**src/rtl/postproc_denorm.sv**
```systemverilog
// postproc_denorm
// Restores a left-justified normalized word to its original magnitude by a
// right shift of shift_in bits, with optional round-half-up and saturation
// to DATA_WIDTH bits. Two-stage valid/ready pipeline, one sample per cycle.
//
// Ports:
//   clk          rising-edge clock
//   reset        asynchronous active-high reset, clears all state
//   in_valid     norm_in / shift_in valid
//   in_ready     block accepts an input this cycle (combinational on out_ready)
//   norm_in      normalized word, NORM_WIDTH bits
//   shift_in     right-shift amount, SHIFT_WIDTH bits
//   out_valid    data_out valid
//   out_ready    downstream accepts data_out
//   data_out     restored sample, DATA_WIDTH bits
//   sat_flag     data_out was saturated (qualified by out_valid)
//   clear        synchronous clear of both counters
//   sample_count output handshakes, wraps
//   sat_count    saturated output handshakes, sticks at all-ones
module postproc_denorm #(
  parameter int DATA_WIDTH  = 16,
  parameter int SHIFT_WIDTH = $clog2(DATA_WIDTH),
  parameter int NORM_WIDTH  = DATA_WIDTH + SHIFT_WIDTH,
  parameter int ROUND       = 1,
  parameter int CNT_WIDTH   = 16
) (
  input  logic                   clk,
  input  logic                   reset,
  input  logic                   in_valid,
  output logic                   in_ready,
  input  logic [NORM_WIDTH-1:0]  norm_in,
  input  logic [SHIFT_WIDTH-1:0] shift_in,
  output logic                   out_valid,
  input  logic                   out_ready,
  output logic [DATA_WIDTH-1:0]  data_out,
  output logic                   sat_flag,
  input  logic                   clear,
  output logic [CNT_WIDTH-1:0]   sample_count,
  output logic [CNT_WIDTH-1:0]   sat_count
);

  // Stage 1 registers
  logic                   s1_valid;
  logic [NORM_WIDTH-1:0]  s1_norm;
  logic [SHIFT_WIDTH-1:0] s1_shift;

  // Pipeline advance
  logic s2_load;
  logic s1_load;
  logic out_hs;

  assign s2_load  = !out_valid || out_ready;
  assign s1_load  = !s1_valid || s2_load;
  assign in_ready = s1_load;
  assign out_hs   = out_valid && out_ready;

  // Stage 2 arithmetic, one guard bit above NORM_WIDTH for the round carry
  logic [NORM_WIDTH:0]   shifted;
  logic [NORM_WIDTH:0]   rounded;
  logic                  round_bit;
  logic                  s2_sat;
  logic [DATA_WIDTH-1:0] s2_data;

  always_comb begin
    shifted   = {1'b0, s1_norm} >> s1_shift;
    round_bit = 1'b0;
    if ((ROUND != 0) && (s1_shift != '0))
      round_bit = s1_norm[s1_shift - 1'b1];
    rounded   = shifted + {{NORM_WIDTH{1'b0}}, round_bit};
    // Anything at or above bit DATA_WIDTH means the value does not fit
    s2_sat    = |rounded[NORM_WIDTH:DATA_WIDTH];
    s2_data   = s2_sat ? '1 : rounded[DATA_WIDTH-1:0];
  end

  always_ff @(posedge clk or posedge reset) begin
    if (reset) begin
      s1_valid <= 1'b0;
      s1_norm  <= '0;
      s1_shift <= '0;
    end else if (s1_load) begin
      s1_valid <= in_valid;
      if (in_valid) begin
        s1_norm  <= norm_in;
        s1_shift <= shift_in;
      end
    end
  end

  // data_out/sat_flag only change when a real sample moves in, so they hold
  // through stalls and bubbles.
  always_ff @(posedge clk or posedge reset) begin
    if (reset) begin
      out_valid <= 1'b0;
      data_out  <= '0;
      sat_flag  <= 1'b0;
    end else if (s2_load) begin
      out_valid <= s1_valid;
      if (s1_valid) begin
        data_out <= s2_data;
        sat_flag <= s2_sat;
      end
    end
  end

  always_ff @(posedge clk or posedge reset) begin
    if (reset) begin
      sample_count <= '0;
      sat_count    <= '0;
    end else if (clear) begin
      sample_count <= '0;
      sat_count    <= '0;
    end else if (out_hs) begin
      sample_count <= sample_count + 1'b1;
      if (sat_flag && (sat_count != '1))
        sat_count <= sat_count + 1'b1;
    end
  end

endmodule

```
**config.mk**
```make
export PLATFORM = sky130hd
export DESIGN_NAME = postproc_denorm
export DESIGN_NICKNAME = d
export VERILOG_FILES = /design/src/rtl/postproc_denorm.sv
export SDC_FILE = /design/constraint.sdc
export NUM_CORES = 1
export LEC_CHECK = 0
export CORE_ASPECT_RATIO = 1.2
export CORE_MARGIN = 1
export CORE_UTILIZATION = 49
export CTS_CLUSTER_DIAMETER = 80
export CTS_CLUSTER_SIZE = 20
export DETAILED_ROUTE_END_ITERATION = 8
export PLACE_DENSITY = 0.74
export SLEW_MARGIN = 20
export SYNTH_ARGS = -nofsm -noshare
export SYNTH_HDL_FRONTEND = slang
export SYNTH_SLANG_ARGS = --single-unit
```
**constraint.sdc**
```tcl
create_clock -name clk -period 8.1 [get_ports clk]
set_clock_uncertainty 0.1 [all_clocks]
set_input_delay 2.025 -clock clk [delete_from_list [all_inputs] [get_ports clk]]
set_output_delay 2.025 -clock clk [all_outputs]
set_load 0.005 [all_outputs]
```
==> run_results.csv <==
group,metric,value,unit
layout,fill_cells,792,
placement,gp_congestion,0.910,
layout,layout_commonest_cell,"clkdlybuf4s50_1",
job,max_cap_viol_count,0,
route,drt_iter0_drc,273,
floorplanning,num_rows,39,
worst_setup_path,worst_path_max_delay_cell,"clkdlybuf4s50_1",
layout,antenna_cells,0,
grt,grt_overflow,0,
grt,grt_first_pass_wirelength,18.9,mm
sta,relSlewSlack,27.1,%
worst_setup_path,end_kind,"primary output",
floorplanning,ioPinCount,80,
route,wl,11.0,mm
layout,nNetsFinal,606,
route,dr.pass1.iters,5,
cts,clk_pin_slew,0.06,ns
cts,clockBufferDepth,2,
worst_setup_path,worstPathMaxFanout,4,
sta,fin_crit_sh,65.7,%
sta,tightest_slew,1.09,ns
floorplanning,fp.dieW,94.0,um
logic_synthesis,synth_cells,508,
pwr,peakVddDrop,0.140,mV
sta,hold_violations,0,
layout,layout_common_cells,"clkdlybuf4s50_1 (79), dfrtp_1 (75), nor2_1 (64)",
outcome,status,"finished, final reports clean",
worst_setup_path,path_cells,"clkdlybuf4s50_1, nand3b_1, clkdlybuf4s50_1",
grt,grt_pass1_vias,3830,
logic_synthesis,synth-seq-cells,75,
grt,grt_max_degree,76,
floorplanning,die_area,10600,um2
cts,tritoncts,"yes",
cts,cts_setup_buffers,0,
placement,hpwlAfterDp,7.86,mm
logic_synthesis,syn_area_per_cell,9.79,um2
pwr,p_total,0.00142,W
route,vias_per_cell,5.69,
worst_setup_path,start_kind,"primary input",
worst_setup_path,critPathBufInv,2,
sta,rsz0062_at_grt,"false",
sta,setup_tns,0,ns
pwr,pwr_density_cell,232,nW/um2
cts,cts_resized,0,
sta,setup_viol,0,
worst_setup_path,worstPathRequired,5.98,ns
floorplanning,core,9710,um2
worst_setup_path,critPathMostFrequentCell,"clkdlybuf4s50_1",
sta,final_max_slew_viol_count,0,
cts,clk_latency,0.34,ns
min_path,holdCritPathClass,"flip-flop to flip-flop",
grt,antenna_found_initial,0,
logic_synthesis,synthArstFlopShare,100,%
sta,post-route-min-period,5.32,ns
logic_synthesis,syn_area,4970,um2
floorplanning,initial_core_util,51.2,%
logic_synthesis,synth_top_area_cell,"dfrtp_1",
cts,clock-root-buffer,"clkbuf_16",
worst_setup_path,cp_top_family,"buffers and inverters",
logic_synthesis,synth_edf_count,0,
logic_synthesis,netlist_top_cells_area,"dfrtp_1 (38%), mux4_2 (8.1%), mux2_2 (6.6%), nor2_1 (4.8%), mux2i_1 (4.6%)",
route,drt_drc_violations_left,0,
floorplanning,dieHeight,112,um
route,num_vias,3984,
logic_synthesis,ys_types,61,
cts,cts.sinks,75,
route,wl_per_cell,15.7,um
sta,fmax,0.188,GHz
grt,grt.total_usage,22.8,%
cts,cts-hold-fix-buffers,0,
logic_synthesis,synth_ff_type,"dfrtp_1",
layout,syn_to_final_growth,23.1,%
logic_synthesis,syn_nets,542,
worst_setup_path,critPathMaxStageDelay,0.52,ns
logic_synthesis,synth_top_cell_area_share,37.7,%
placement,port_buffers,79,
route,antenna_left,0,
pwr,p_leak,2.44,nW
logic_synthesis,ys_warn_count,0,
cts,h-tree-depth,3,
worst_setup_path,critPathKind,"primary input to primary output",
layout,drive_gt1_share,16.1,%
worst_setup_path,critPathArrivalTime,3.20,ns
cts,cts_buffers,9,
logic_synthesis,synth-seq-area-share,37.7,%
==> area by class of cell <==
cell class,count,area (um2),share of cell area [%]
Inverter,10,37.5,0.613
Tap cell,123,154,2.51
Clock buffer,10,239,3.90
Timing Repair Buffer,84,828,13.5
Clock inverter,6,96.3,1.57
Multi-Input combinational cell,392,2890,47.2
Sequential cell,75,1880,30.6
==> state kept, by name, summed over array words and instances, names as in the netlist <==
name and count:
sat_count 16, s1_norm 20, s1_shift 4, out_valid 1, data_out 16, sat_flag 1
s1_valid 1, sample_count 16
==> through the flow <==
stage | hold slack, ns | cell area [um2] | std cells | setup WS (ns) | utilization, %
CTS | 0.386 | 6120 | 700 | 2.77 | 63.1
finish | 0.384 | 6120 | 700 | 2.78 | 63.1
detailed placement | 0.372 | 5790 | 684 | 2.77 | 59.6
global route | 0.437 | 6120 | 700 | 2.22 | 63.1
floorplan | 0.349 | 4970 | 508 | 3.62 | -
global placement | 0.371 | 5790 | 684 | 2.79 | 59.6
==> power breakdown <==
part / total, W / switching [W] / leakage [nW] / internal [W]
sequential: 0.000490 / 0.0000623 / 0.932 / 0.000428
clock: 0.000443 / 0.000161 / 0.161 / 0.000282
combinational: 0.000490 / 0.000234 / 1.35 / 0.000256
total: 0.00142 / 0.000458 / 2.44 / 0.000966
==> synthesized netlist by cell type, drive strengths merged (2+ instances only) <==
cell type,instances
xor2,24
or4b,2
and3,7
ha,5
o211ai,3
nor4,5
a31oi,3
clkinv,2
a21o,2
mux2,29
or2,3
and2,4
a21oi,35
or3,9
nand3,15
nor3,8
a311o,2
o21ai,17
o21a,2
o221ai,2
nor3b,4
buf,15
clkbuf,16
mux4,20
inv,8
mux2i,23
nand4,8
nand2,56
xnor2,14
nand3b,2
nor2,66
nand2b,5
dfrtp,75
==> layer usage <==
layer | share of wire, % | global-route usage, % | vias up
li1 | - | - | 1944
met1 | 45 | 31.9 | 1928
met2 | 50 | 36.2 | 102
met3 | 3.6 | 2.91 | 10
met4 | 1.5 | 8.41 | 0
met5 | 0 | 0 | -
==> path summary, 6_finish.rpt <==
| check | from | end | slack [ns] | cells past startpoint |
|---|---|---|---|---|
| max in group asynchronous | reset | data_out[5]$_DFFE_PP0P_ | 5.10 | 3 |
| worst min register to register | s1_valid$_DFFE_PP0N_ | out_valid$_DFFE_PP0P_ | 0.38 | 1 |
| worst max register to register | s1_shift[0]$_DFFE_PP0P_ | data_out[2]$_DFFE_PP0P_ | 2.83 | 17 |
| min in group asynchronous | reset | sat_count[10]$_DFFE_PP0P_ | 2.21 | 3 |
| worst min-delay path | s1_valid$_DFFE_PP0N_ | out_valid$_DFFE_PP0P_ | 0.38 | 1 |
| worst max-delay path | out_ready | in_ready | 2.78 | 3 |
==> cell families after synthesis <==
| group | count (synthesis) | share of synthesized area, % |
|---|---|---|
| fa+ha+maj | 5 | 1.26 |
| compound gates | 80 | 10.9 |
| xor+xnor | 38 | 6.69 |
| flops | 75 | 37.7 |
| mux | 72 | 20.4 |
| buf+inv | 41 | 4.13 |
| simple gates | 197 | 18.9 |
Note: power is estimated with default switching activity, not from simulation.
